`config.mk`:
```
export PLATFORM = sky130hd
export DESIGN_NAME = ram_port_uart_tx_flat
export DESIGN_NICKNAME = d
export VERILOG_FILES = /design/src/rtl/ram_port_uart_tx_if.sv /design/src/rtl/ram_port_uart_tx.sv /design/src/flat_wrapper.sv
export SDC_FILE = /design/constraint.sdc
export NUM_CORES = 1
export LEC_CHECK = 0
export CAP_MARGIN = 15
export CORE_MARGIN = 1
export CORE_UTILIZATION = 50
export CTS_BUF_LIST = sky130_fd_sc_hd__clkbuf_4
export CTS_CLUSTER_SIZE = 25
export DETAILED_ROUTE_END_ITERATION = 10
export PLACE_DENSITY = 0.78
export SETUP_SLACK_MARGIN = 0.1
export SLEW_MARGIN = 40
export SYNTH_ARGS = -nofsm -noshare
export SYNTH_HDL_FRONTEND = slang
export SYNTH_SLANG_ARGS = --single-unit
export TNS_END_PERCENT = 30
```
`constraint.sdc`:
```
create_clock -name clk -period 2.5 [get_ports clk]
set_clock_uncertainty 0.05 [all_clocks]
set_input_delay 0.25 -clock clk [delete_from_list [all_inputs] [get_ports clk]]
set_output_delay 0.25 -clock clk [all_outputs]
set_load 0.05 [all_outputs]
```
`src/rtl/ram_port_uart_tx_if.sv`:
```
// Byte-lane RAM port as seen by a memory-mapped responder.
// Handshake: a write happens on any cycle with wen != 0; a read is requested on any cycle
// with ren = 1, and r_data carries the answer from the following cycle until the next read.
interface ram_port_uart_tx_if;
  logic [31:0] addr;
  logic [31:0] w_data;
  logic [3:0]  wen;
  logic        ren;
  logic [31:0] r_data;

  modport master (output addr, output w_data, output wen, output ren, input r_data);
  modport slave  (input addr, input w_data, input wen, input ren, output r_data);
endinterface

```
`src/rtl/ram_port_uart_tx.sv`:
```
// Memory-mapped 8N1 UART transmitter on the byte-lane RAM port: TX FIFO, baud divisor,
// serializer FSM and a TX-empty level interrupt.
module ram_port_uart_tx #(
  parameter int          FIFO_DEPTH  = 8,
  parameter logic [15:0] DEFAULT_DIV = 16'd433
) (
  input  logic                   clk,
  input  logic                   rstn,
  ram_port_uart_tx_if.slave      bus,
  output logic                   uart_tx,
  output logic                   irq,
  output logic [1:0]             state_dbg
);

  localparam int AW = $clog2(FIFO_DEPTH);

  typedef enum logic [1:0] {S_IDLE, S_START, S_DATA, S_STOP} state_e;

  state_e      state_q, state_d;
  logic [AW:0] wr_ptr_q, wr_ptr_d, rd_ptr_q, rd_ptr_d;
  logic [7:0]  mem_q [FIFO_DEPTH];
  logic [7:0]  shift_q, shift_d;
  logic [15:0] div_q, div_d, div_lat_q, div_lat_d, cnt_q, cnt_d;
  logic [2:0]  bit_q, bit_d;
  logic        ovf_q, ovf_d, en_q, en_d;
  logic [31:0] r_data_q, r_data_d;
  logic        tx_d;

  logic [1:0]  sel;
  logic        wr_cyc, fifo_empty, fifo_full, push_req, push_ok, pop, busy, bit_end;
  logic        unused_ok;

  assign sel        = bus.addr[3:2];
  assign wr_cyc     = |bus.wen;
  assign fifo_empty = (wr_ptr_q == rd_ptr_q);
  assign fifo_full  = (wr_ptr_q[AW] != rd_ptr_q[AW]) && (wr_ptr_q[AW-1:0] == rd_ptr_q[AW-1:0]);
  // Fullness is judged before this cycle's pop, so a push into a full FIFO is always dropped.
  assign push_req   = wr_cyc && (sel == 2'd0) && bus.wen[0];
  assign push_ok    = push_req && !fifo_full;
  assign pop        = (state_q == S_IDLE) && !fifo_empty;
  assign busy       = (state_q != S_IDLE) || !fifo_empty;
  assign bit_end    = (cnt_q == div_lat_q);

  assign unused_ok  = ^{bus.addr[31:4], bus.addr[1:0], bus.w_data[31:16]};

  // Serializer next-state and line output.
  always_comb begin
    state_d   = state_q;
    cnt_d     = cnt_q;
    bit_d     = bit_q;
    shift_d   = shift_q;
    div_lat_d = div_lat_q;
    tx_d      = 1'b1;
    case (state_q)
      S_IDLE: begin
        if (!fifo_empty) begin
          shift_d   = mem_q[rd_ptr_q[AW-1:0]];
          div_lat_d = div_q;
          cnt_d     = 16'd0;
          bit_d     = 3'd0;
          state_d   = S_START;
        end
      end
      S_START: begin
        tx_d = 1'b0;
        if (bit_end) begin
          cnt_d   = 16'd0;
          state_d = S_DATA;
        end else begin
          cnt_d = cnt_q + 16'd1;
        end
      end
      S_DATA: begin
        tx_d = shift_q[0];
        if (bit_end) begin
          cnt_d   = 16'd0;
          shift_d = {1'b0, shift_q[7:1]};
          bit_d   = bit_q + 3'd1;
          if (bit_q == 3'd7) state_d = S_STOP;
        end else begin
          cnt_d = cnt_q + 16'd1;
        end
      end
      S_STOP: begin
        if (bit_end) begin
          cnt_d   = 16'd0;
          state_d = S_IDLE;
        end else begin
          cnt_d = cnt_q + 16'd1;
        end
      end
      default: state_d = S_IDLE;
    endcase
  end

  // Register file, FIFO pointers and read-back; reads see the pre-write values.
  always_comb begin
    wr_ptr_d = wr_ptr_q + {{AW{1'b0}}, push_ok};
    rd_ptr_d = rd_ptr_q + {{AW{1'b0}}, pop};
    ovf_d    = ovf_q;
    div_d    = div_q;
    en_d     = en_q;
    r_data_d = r_data_q;
    if (push_req && fifo_full) ovf_d = 1'b1;
    if ((sel == 2'd1) && bus.wen[0] && bus.w_data[3]) ovf_d = 1'b0;
    if ((sel == 2'd2) && bus.wen[0]) div_d[7:0]  = bus.w_data[7:0];
    if ((sel == 2'd2) && bus.wen[1]) div_d[15:8] = bus.w_data[15:8];
    if ((sel == 2'd3) && bus.wen[0]) en_d = bus.w_data[0];
    if (bus.ren) begin
      case (sel)
        2'd1:    r_data_d = {28'd0, ovf_q, busy, fifo_empty, fifo_full};
        2'd2:    r_data_d = {16'd0, div_q};
        2'd3:    r_data_d = {31'd0, en_q};
        default: r_data_d = 32'd0;
      endcase
    end
  end

  always_ff @(posedge clk or negedge rstn) begin
    if (!rstn) begin
      state_q   <= S_IDLE;
      wr_ptr_q  <= '0;
      rd_ptr_q  <= '0;
      shift_q   <= 8'd0;
      div_q     <= DEFAULT_DIV;
      div_lat_q <= DEFAULT_DIV;
      cnt_q     <= 16'd0;
      bit_q     <= 3'd0;
      ovf_q     <= 1'b0;
      en_q      <= 1'b0;
      r_data_q  <= 32'd0;
    end else begin
      state_q   <= state_d;
      wr_ptr_q  <= wr_ptr_d;
      rd_ptr_q  <= rd_ptr_d;
      shift_q   <= shift_d;
      div_q     <= div_d;
      div_lat_q <= div_lat_d;
      cnt_q     <= cnt_d;
      bit_q     <= bit_d;
      ovf_q     <= ovf_d;
      en_q      <= en_d;
      r_data_q  <= r_data_d;
    end
  end

  // Storage needs no reset: the pointers alone define what is valid.
  always_ff @(posedge clk) begin
    if (push_ok) mem_q[wr_ptr_q[AW-1:0]] <= bus.w_data[7:0];
  end

  assign uart_tx    = tx_d;
  assign irq        = en_q && fifo_empty && (state_q == S_IDLE);
  assign bus.r_data = r_data_q;
  assign state_dbg  = state_q;

endmodule

```
`src/flat_wrapper.sv`:
```
// flat-port wrapper written by rule: the top's interface ports become plain ports
module ram_port_uart_tx_flat 
#(
  parameter int          FIFO_DEPTH  = 8,
  parameter logic [15:0] DEFAULT_DIV = 16'd433
)
  (clk, rstn, uart_tx, irq, state_dbg, bus_addr, bus_w_data, bus_wen, bus_ren, bus_r_data);
  ram_port_uart_tx_if bus_i ();
  input  logic clk;
  input  logic rstn;
  output logic uart_tx;
  output logic irq;
  output logic [1:0] state_dbg;
  input wire logic [$bits(bus_i.addr)-1:0] bus_addr;
  input wire logic [$bits(bus_i.w_data)-1:0] bus_w_data;
  input wire logic [$bits(bus_i.wen)-1:0] bus_wen;
  input wire logic [$bits(bus_i.ren)-1:0] bus_ren;
  output wire logic [$bits(bus_i.r_data)-1:0] bus_r_data;
  assign bus_i.addr = bus_addr;
  assign bus_i.w_data = bus_w_data;
  assign bus_i.wen = bus_wen;
  assign bus_i.ren = bus_ren;
  assign bus_r_data = bus_i.r_data;
  ram_port_uart_tx #(.FIFO_DEPTH(FIFO_DEPTH), .DEFAULT_DIV(DEFAULT_DIV)) u_core (.clk(clk), .rstn(rstn), .bus(bus_i), .uart_tx(uart_tx), .irq(irq), .state_dbg(state_dbg));
endmodule
```
### Word level (Yosys, flattened, before mapping)

Memories as Yosys holds them, arrays and structs flattened.
Index checks and enable logic that the tools add are counted.

| storage, ports and cells | value |
|---|---|
| register bits after elaboration | 103 |
| bits in writable memories | 64 |
| bits of input ports | 71 |
| output and inout port bits | 36 |
| logic and storage cells | 81 |
| memories | 1 |

Memories:

| name | words | width | rd ports | clocked after memory_dff | write ports | line | RTL |
|---|---|---|---|---|---|---|---|
| u_core.mem_q | 8 | 8 | 1 | 0 | 1 | ram_port_uart_tx.sv:21 | `logic [7:0] mem_q [FIFO_DEPTH];` |

| cells by class | value |
|---|---|
| add/sub/neg operators | 4 |
| equal/unequal tests | 16 |
| muxes and demuxes | 21 |
| bitwise logic cells | 1 |
| reductions and logical operators | 26 |

Operators by type and width:

| operator | number |
|---|---|
| $pmux W16 S3 | 1 |
| $mux W16 | 2 |
| $pmux W16 S2 | 1 |
| $add A16 B1 Y16 const B | 1 |
| $eq A16 B16 Y1 | 1 |
| $mux W8 | 2 |
| $pmux W8 S2 | 1 |
| $logic_and A1 B1 Y1 | 13 |
| $mux W2 | 5 |
| $add A4 B1 Y4 | 2 |
| $eq A2 B2 Y1 const B | 4 |
| $ne A2 B1 Y1 const B | 4 |
| $pmux W2 S4 | 1 |
| $mux W3 | 2 |
| $pmux W3 S2 | 1 |
| $reduce_bool A2 Y1 | 3 |
| $reduce_and A5 Y1 | 1 |
| $eq A2 B1 Y1 const B | 2 |
| $eq A4 B4 Y1 | 1 |
| $logic_not A2 Y1 | 2 |
| $mux W1 | 4 |
| $reduce_or A4 Y1 | 1 |
| $add A3 B1 Y3 const B | 1 |
| $eq A3 B3 Y1 | 1 |
| other kinds (10) | 11 |

### Logic depth before layout (Yosys ltp)

Gate-level depths: netlist of the first run.

| logic depth | value |
|---|---|
| word-level depth | 6 |
| mapped depth | 9 |
| mapped depth without buffers | 7 |

### Least setup slack after synthesis of the first run

No wires, ideal clock.

| path | value |
|---|---|
| path type | reg-to-output |
| start | register u_core.state_q[0], in the netlist u_core.state_dbg[0] |
| end | output port uart_tx |
| arrival time | 2.350 ns |
| required time | 2.200 ns |
| slack | -0.150 ns |
| cell stages (with the launch flop) | 5 |
| cell sequence | dfrtp_1 -> inv_1 -> ha_1 -> clkbuf_1 -> o21ai_0 |

| on the way | value |
|---|---|
| word-level cells in the longest chain between the ends | 2 |
| elaborated cells on any way between the ends | 3 |

RTL lines:

| what | line | RTL |
|---|---|---|
| from (decl) | ram_port_uart_tx.sv:19 | `state_e state_q, state_d;` |
| from (signal assigned) | ram_port_uart_tx.sv:133 | `state_q <= state_d;` |
| $eq A2 B2 Y1 / $eq A2 B1 Y1 (equally long branches) | ram_port_uart_tx.sv:54 | `case (state_q)` |
| $pmux W1 S2 * | ram_port_uart_tx.sv:54 |  |
| to (decl) | flat_wrapper.sv:11 | `output logic uart_tx;` |

Mark *: on every way between the ends. The rest lies on a longest branch, timed or not.

### Worst setup path in the final report of the first run

| path | value |
|---|---|
| start | register u_core.wr_ptr_q[2] |
| end | output port irq |

| on the way | value |
|---|---|
| word-level cells in the longest chain between the ends | 3 |

RTL lines:

| what | line | RTL |
|---|---|---|
| from (decl) | ram_port_uart_tx.sv:20 | `logic [AW:0] wr_ptr_q, wr_ptr_d, rd_ptr_q, rd_ptr_d;` |
| from (signal assigned) | ram_port_uart_tx.sv:134 | `wr_ptr_q <= wr_ptr_d;` |
| $eq A4 B4 Y1 | ram_port_uart_tx.sv:35 | `assign fifo_empty = (wr_ptr_q == rd_ptr_q);` |
| $logic_and A1 B1 Y1 (2 in a row) | ram_port_uart_tx.sv:153 | `assign irq = en_q && fifo_empty && (state_q == S_IDLE);` |
| to (decl) | flat_wrapper.sv:12 | `output logic irq;` |

Every way passes these cells.

==> impl_metrics.tcl, run 1 <==
set metrics [dict create \
    drc 1 \
    rr_worst_depth 5 \
    drt_iter0_drc 220 \
    drv_cap 0 \
    drt_pre_antenna_iters 8 \
    rr_endpoint "u_core.shift_q[4]" \
    final_util_pct 58.5 \
    synth.avg_cell_area_um2 12.9 \
    netlist_area_mm2 0.00674 \
    clockRootBuffer "clkbuf_4" \
    gpl.final_weighted_congestion 0.792 \
    rrSetupSlack_ns 0.18 \
    cp_max_fo 2 \
    ctsLongestPathBuffers 2 \
    tightestPinTransition_ns 0.610 \
    postRouteWirelength_mm 13.2 \
    ys_warn_count 0 \
    nFillCells 1045 \
    drive_above_1_share_pct 20.1 \
    clk_pin_slew_ns 0.13 \
    track_usage_pct 20.4 \
    clock_latency_ns 0.52 \
    share_comb_of_total_power_pct 37.7 \
    portBuffers 42 \
    floorplan.initialDensity_pct 51.1 \
    die_area_mm2 0.0139 \
    critical_path_class "reg -> out" \
    switching_share_pct 36.4 \
    coreArea_mm2 0.0132 \
    outcome "complete, but fails checks" \
    hold_viol_final 0 \
    area_delta_synth_final_pct 14.6 \
    synth-seq-area-share_pct 61.0 \
    die_w_um 118 \
    startpoint "u_core.wr_ptr_q[2]" \
    grt_max_degree 42 \
    vias 4239 \
    finalSetupViolCount 0 \
    endpoint_kind "output pin" \
    power.density_mw_per_mm2 1030 \
    fmax_ghz 0.428 \
    r2r-start "u_core.cnt_q[6]" \
    finalCritPeriodShare_pct 93.5 \
    ys.flop_type "dfrtp_1" \
    h-tree-depth 4 \
    grt_pass1_wl_mm 21.9 \
    p_sw_mw 2.88 \
    cts_sinks 151 \
    rows 42 \
    yosysUniqueCellTypes 50 \
    slew_violations 0 \
    grt.overflow.total 0 \
    cts_inserted_buffers 17 \
    finalInstanceArea_mm2 0.00772 \
    dpl.hpwl_mm 9.30 \
    internal-power_mw 5.03 \
    place_area_mm2 0.00737 \
    grt_pass1_vias 4326 \
    wire_per_inst_um 17.0 \
    seq_power_share_pct 43.2 \
    cp-start-kind "flip-flop" \
    max_slew_margin_pct 59.0 \
    fp.dieH_um 118 \
    worst_ep_arrival_time_ns 2.04 \
    ioPinCount 107 \
    nets 671 \
    violations "design-rule violations" \
    n_antenna_cell 0 \
    tritoncts "built" \
    vias_per_cell 5.46 \
    antenna_found_initial 0 \
    max-vdd-ir-drop_v 0.000626 \
    synth_edf_count 64 \
    required_ns 2.20 \
    leakage_nw 3.16 \
    multi_input_area_mm2 0.00238 \
    synthCells 523 \
    clkPwrFrac_pct 19.1 \
    rsz0062_at_grt "true" \
    final_antenna_net_count 0 \
    hold_path_class "in -> async" \
    fin_crit_ns 2.34 \
    ys_ff_latch 151 \
    ff_latch_area_mm2 0.00411 \
    ys_async_sr_fraction_pct 57.6 \
]
## power by group through the flow
stage                     Clock, mW  Sequential, mW  Combinational [mW]
after global routing           1.64            3.47                3.27
after global placement            0            3.46                2.76
after CTS                      1.54            3.41                3.00
after floorplan                   0            3.50                2.04
final                          1.51            3.42                2.99
after detailed placement          0            3.48                2.90
## synthesized netlist by cell type, types with 3 or more instances
| library cell | n | area [um^2] |
|---|---|---|
| nand2_1 | 78 | 293 |
| dfrtp_1 | 77 | 1930 |
| edfxtp_1 | 64 | 1920 |
| o21ai_0 | 27 | 135 |
| nor2_1 | 26 | 97.6 |
| xor2_1 | 21 | 184 |
| mux2_2 | 20 | 225 |
| inv_1 | 19 | 71.3 |
| buf_4 | 17 | 128 |
| a21oi_1 | 16 | 80.1 |
| mux4_2 | 16 | 360 |
| ha_1 | 12 | 150 |
| mux2i_1 | 12 | 120 |
| clkbuf_1 | 11 | 41.3 |
| dfstp_2 | 10 | 263 |
| nand3_1 | 10 | 50.1 |
| a31oi_1 | 9 | 56.3 |
| a221o_1 | 8 | 80.1 |
| buf_2 | 7 | 35.0 |
| nand2b_1 | 6 | 37.5 |
| nor4_1 | 5 | 31.3 |
| a22oi_1 | 4 | 30.0 |
| nand4_1 | 4 | 25.0 |
| xnor2_1 | 4 | 35.0 |
| a22o_1 | 3 | 26.3 |
| and3_1 | 3 | 18.8 |
| buf_6 | 3 | 33.8 |
| nor2b_1 | 3 | 18.8 |
| nor3_1 | 3 | 15.0 |
## cell families (layout without fill, tap and decap cells)
kind of cell / after synthesis / count (layout) / share of synthesized area, %
flops: 151 / 151 / 61.0
mux: 49 / 49 / 10.6
compound gates: 78 / 78 / 7.88
fa+ha+maj: 12 / 12 / 2.23
xor+xnor: 26 / 26 / 3.49
buf+inv: 59 / 122 / 4.70
simple gates: 147 / 147 / 9.97
other cells: 1 / 16 / 0.0557
## state kept, by name, indices dropped and copies added (netlist names)
register and cells:
u_core.mem_q 64, u_core.shift_q 8, u_core.bit_q 3, u_core.en_q 1
u_core.div_q 16, u_core.wr_ptr_q 4, u_core.rd_ptr_q 4, u_core.bus.r_data 16
u_core.cnt_q 16, u_core.div_lat_q 16, u_core.ovf_q 1, u_core.state_dbg 2
## cell usage in the layout (no fill, tap or decap), types with 4 or more instances in the layout
cell type	n
dfstp_2	10
o21ai_0	26
edfxtp_1	64
xor2_1	20
buf_4	29
nand2_1	78
xnor2_1	4
a221o_1	8
mux2_2	20
nand3_1	10
clkbuf_4	20
clkinv_2	4
clkdlybuf4s50_1	39
ha_1	11
nor4_1	5
nand4_1	4
dfrtp_1	75
mux4_2	16
nor2_1	26
nand2b_1	6
a21oi_1	16
conb_1	16
inv_1	19
a31oi_1	9
mux2i_1	12
a22oi_1	4
## worst max-delay path: stages (launching register included)
cell     delay (ns)
dfrtp_2        0.44
xor2_1         0.16
buf_4          0.16
nor4_4         0.27
buf_4          0.16
and3_4         0.20
buf_12         0.13
## through the flow
stage               cells  power [mW]  hold WS (ns)  TNS, ns  setup WS, ns
finish                777        7.91         0.169        0         0.163
global route          777        8.38         0.188        0        0.0259
CTS                   777        7.95         0.165        0         0.131
detailed placement    740        6.38         0.215        0         0.178
global placement      740        6.22         0.203        0         0.202
floorplan             538        5.55       -0.0956   -0.298       -0.0372
## worst max-delay path by stage
stage	cells after the start	slack [ns]	to
final	6	0.16	irq
after global routing	5	0.03	u_core.shift_q[4]
after CTS	6	0.13	irq
after detailed placement	6	0.18	u_core.mem_q[1][2]
after global placement	6	0.20	u_core.mem_q[1][7]
after floorplan	6	-0.04	u_core.mem_q[1][0]
## final cells by class
| class | count | area share (%) |
|---|---|---|
| clock buffers | 20 | 1.95 |
| clock inverters | 12 | 1.77 |
| inverters | 20 | 0.973 |
| multi-input cells | 328 | 30.9 |
| flip-flops and latches | 151 | 53.3 |
| well taps | 176 | 2.85 |
| repair buffers | 70 | 8.27 |
## metal layers
metal / GRT usage (%) / vias to the layer above / wire (um)
met5: 0 / - / 0
li1: - / 1975 / -
met2: 33.0 / 100 / 6730
met3: 4.22 / 12 / 589
met4: 7.61 / 0 / 125
met1: 27.2 / 2152 / 5720
## what timing repair did
item                       in CTS  in global routing
gates resized for setup         4                  1
setup endpoints to repair       1                 75
hold buffers                    1                  0
buffers inserted                4                  0
pin swaps                       1                  0
hold endpoints to repair       38                  0
Power figures use the tool's default switching activity.
==> run 2, diff against run 1 <==
--- a/config.mk
+++ b/config.mk
@@ -5,7 +5,7 @@
 export SDC_FILE = /design/constraint.sdc
 export NUM_CORES = 1
 export LEC_CHECK = 0
-export CAP_MARGIN = 15
+export CORE_ASPECT_RATIO = 1.5
 export CORE_MARGIN = 1
 export CORE_UTILIZATION = 50
 export CTS_BUF_LIST = sky130_fd_sc_hd__clkbuf_4
==> run 2 against run 1 <==
First-iteration DRC count up 22%; sequential share of layout area up 0.14 points; core utilization grew 0.33 points; cell count is 1.9% lower; critical path depth unchanged; largest cell class unchanged; hold slack gained 0.024 ns; clock power decreased by 9%; combinational power hardly changed; the flow now finishes without violations; non-clock buffer count is 1 higher; routed wire length up 1.7%; setup slack lost 0.030 ns; critical path type unchanged; design area decreased by 0.26%.
==> impl_metrics.tcl, run 2 (synthesized netlist as in run 1, its figures left out) <==
set metrics [dict create \
    final_common_cell "nand2_1" \
    gpl.final_weighted_congestion 0.813 \
    cp_max_fo 2 \
    tritoncts "built" \
    dpl.hpwl_mm 9.74 \
    mostFrequentLayoutCells "nand2_1, dfrtp_1, edfxtp_1" \
    coreArea_mm2 0.0131 \
    drc 0 \
    vias 4284 \
    max_slew_margin_pct 60.0 \
    fmax_ghz 0.422 \
    multi_input_area_mm2 0.00239 \
    outcome "complete, no violations" \
    drv_cap 0 \
    portBuffers 42 \
    worst_ep_arrival_time_ns 2.07 \
    wl_met2_mm 7.66 \
    critical_path_class "reg -> out" \
    finalCritPeriodShare_pct 94.7 \
    power.density_mw_per_mm2 1010 \
    largest_reg_flops 64 \
    dr_wl_met3_um 423 \
    dp_cells 725 \
    drive_above_1_share_pct 20.3 \
    clk_pin_slew_ns 0.13 \
    grt.overflow.total 0 \
    required_ns 2.20 \
    fin_crit_ns 2.37 \
    h-tree-depth 4 \
    worst_slack_ns 0.133 \
    track_usage_pct 20.3 \
    hold_viol_final 0 \
    clockRootBuffer "clkbuf_4" \
    drt_pre_antenna_iters 4 \
    place_ws_ns 0.119 \
    tightestPinTransition_ns 0.600 \
    leakage_nw 3.15 \
    antenna_found_initial 1 \
    postRouteWirelength_mm 13.4 \
    nets 672 \
    grt_max_degree 47 \
    endpoint_kind "output pin" \
    m1WireLength_mm 4.87 \
    slew_violations 0 \
    grt_pass1_vias 4578 \
    nFillCells 991 \
    vias_per_cell 5.62 \
    rsz0062_at_grt "true" \
    cts_sinks 151 \
    fp.dieH_um 144 \
    die_w_um 96.8 \
    grt_pass1_wl_mm 21.9 \
    final_antenna_net_count 0 \
    clock_latency_ns 0.53 \
    wire_per_inst_um 17.6 \
    ff_latch_area_mm2 0.00411 \
    ioPinCount 107 \
    floorplan.initialDensity_pct 51.5 \
    maxUsedRoutingLayer "met4" \
    drt_iter0_drc 268 \
    ctsLongestPathBuffers 2 \
    instances_no_fill 762 \
    finalSetupViolCount 0 \
    area_delta_synth_final_pct 14.3 \
    die_area_mm2 0.0140 \
    cts_inserted_buffers 17 \
    hold_path_class "in -> async" \
    max-vdd-ir-drop_v 0.000694 \
    rows 51 \
    cp-start-kind "flip-flop" \
]
## run 2: final cells by class
class / instances / area share (%)
Antenna cell: 1 / 0.0325
Clock inverter: 14 / 1.61
Tap cell: 159 / 2.58
Sequential cell: 151 / 53.4
Multi-Input combinational cell: 328 / 31.1
Inverter: 20 / 0.975
Clock buffer: 18 / 1.76
Timing Repair Buffer: 71 / 8.55
## run 2: worst paths after layout
kind | from | end | slack (ns) | cells after the start
min in group clk | bus_w_data[13] | u_core.div_q[13] | 0.28 | 2
worst max-delay path | u_core.wr_ptr_q[2] | irq | 0.13 | 6
worst max register to register | u_core.cnt_q[13] | u_core.shift_q[3] | 0.18 | 6
worst min-delay path | rstn | u_core.bus.r_data[13] | 0.19 | 2
worst min register to register | u_core.div_lat_q[0] | u_core.div_lat_q[0] | 0.43 | 2
max in group asynchronous | rstn | u_core.div_lat_q[0] | 1.49 | 3
## run 2: timing repair
item | in CTS | in global routing
pin swaps | 1 | 0
resized for setup | 5 | 2
endpoints found under the setup margin | 9 | 72
endpoints found under the hold margin | 42 | 0
hold buffers | 1 | 0
setup buffers | 3 | 0
## run 2: metrics by stage
stage / hold WS (ns) / cell area, um^2 / total power [mW] / util (%) / setup TNS [ns]
after floorplan: -0.0956 / 6800 / 5.55 / - / -0.298
after global placement: 0.235 / 7380 / 6.22 / 56.4 / 0
after detailed placement: 0.245 / 7380 / 6.37 / 56.4 / 0
after CTS: 0.204 / 7680 / 7.80 / 58.7 / 0
after global routing: 0.233 / 7700 / 8.25 / 58.9 / 0
final: 0.193 / 7700 / 7.78 / 58.9 / 0
## run 2: worst max-delay path, stage by stage (launching register included)
cell     delay (ns)
dfrtp_2        0.44
xor2_1         0.15
buf_4          0.16
nor4_4         0.29
buf_4          0.16
and3_4         0.20
buf_12         0.13
## run 2: metal layers
| metal | up-vias | GRT usage (%) |
|---|---|---|
| met2 | 115 | 38.1 |
| met1 | 2158 | 21.6 |
| met5 | - | 0 |
| li1 | 1977 | - |
| met3 | 34 | 4.01 |
| met4 | 0 | 10.3 |
## run 2: power breakdown
group          total [mW]  switching (mW)  internal (mW)
clock network        1.38           0.869          0.513
registers            3.41           0.347           3.07
logic                2.99            1.74           1.25
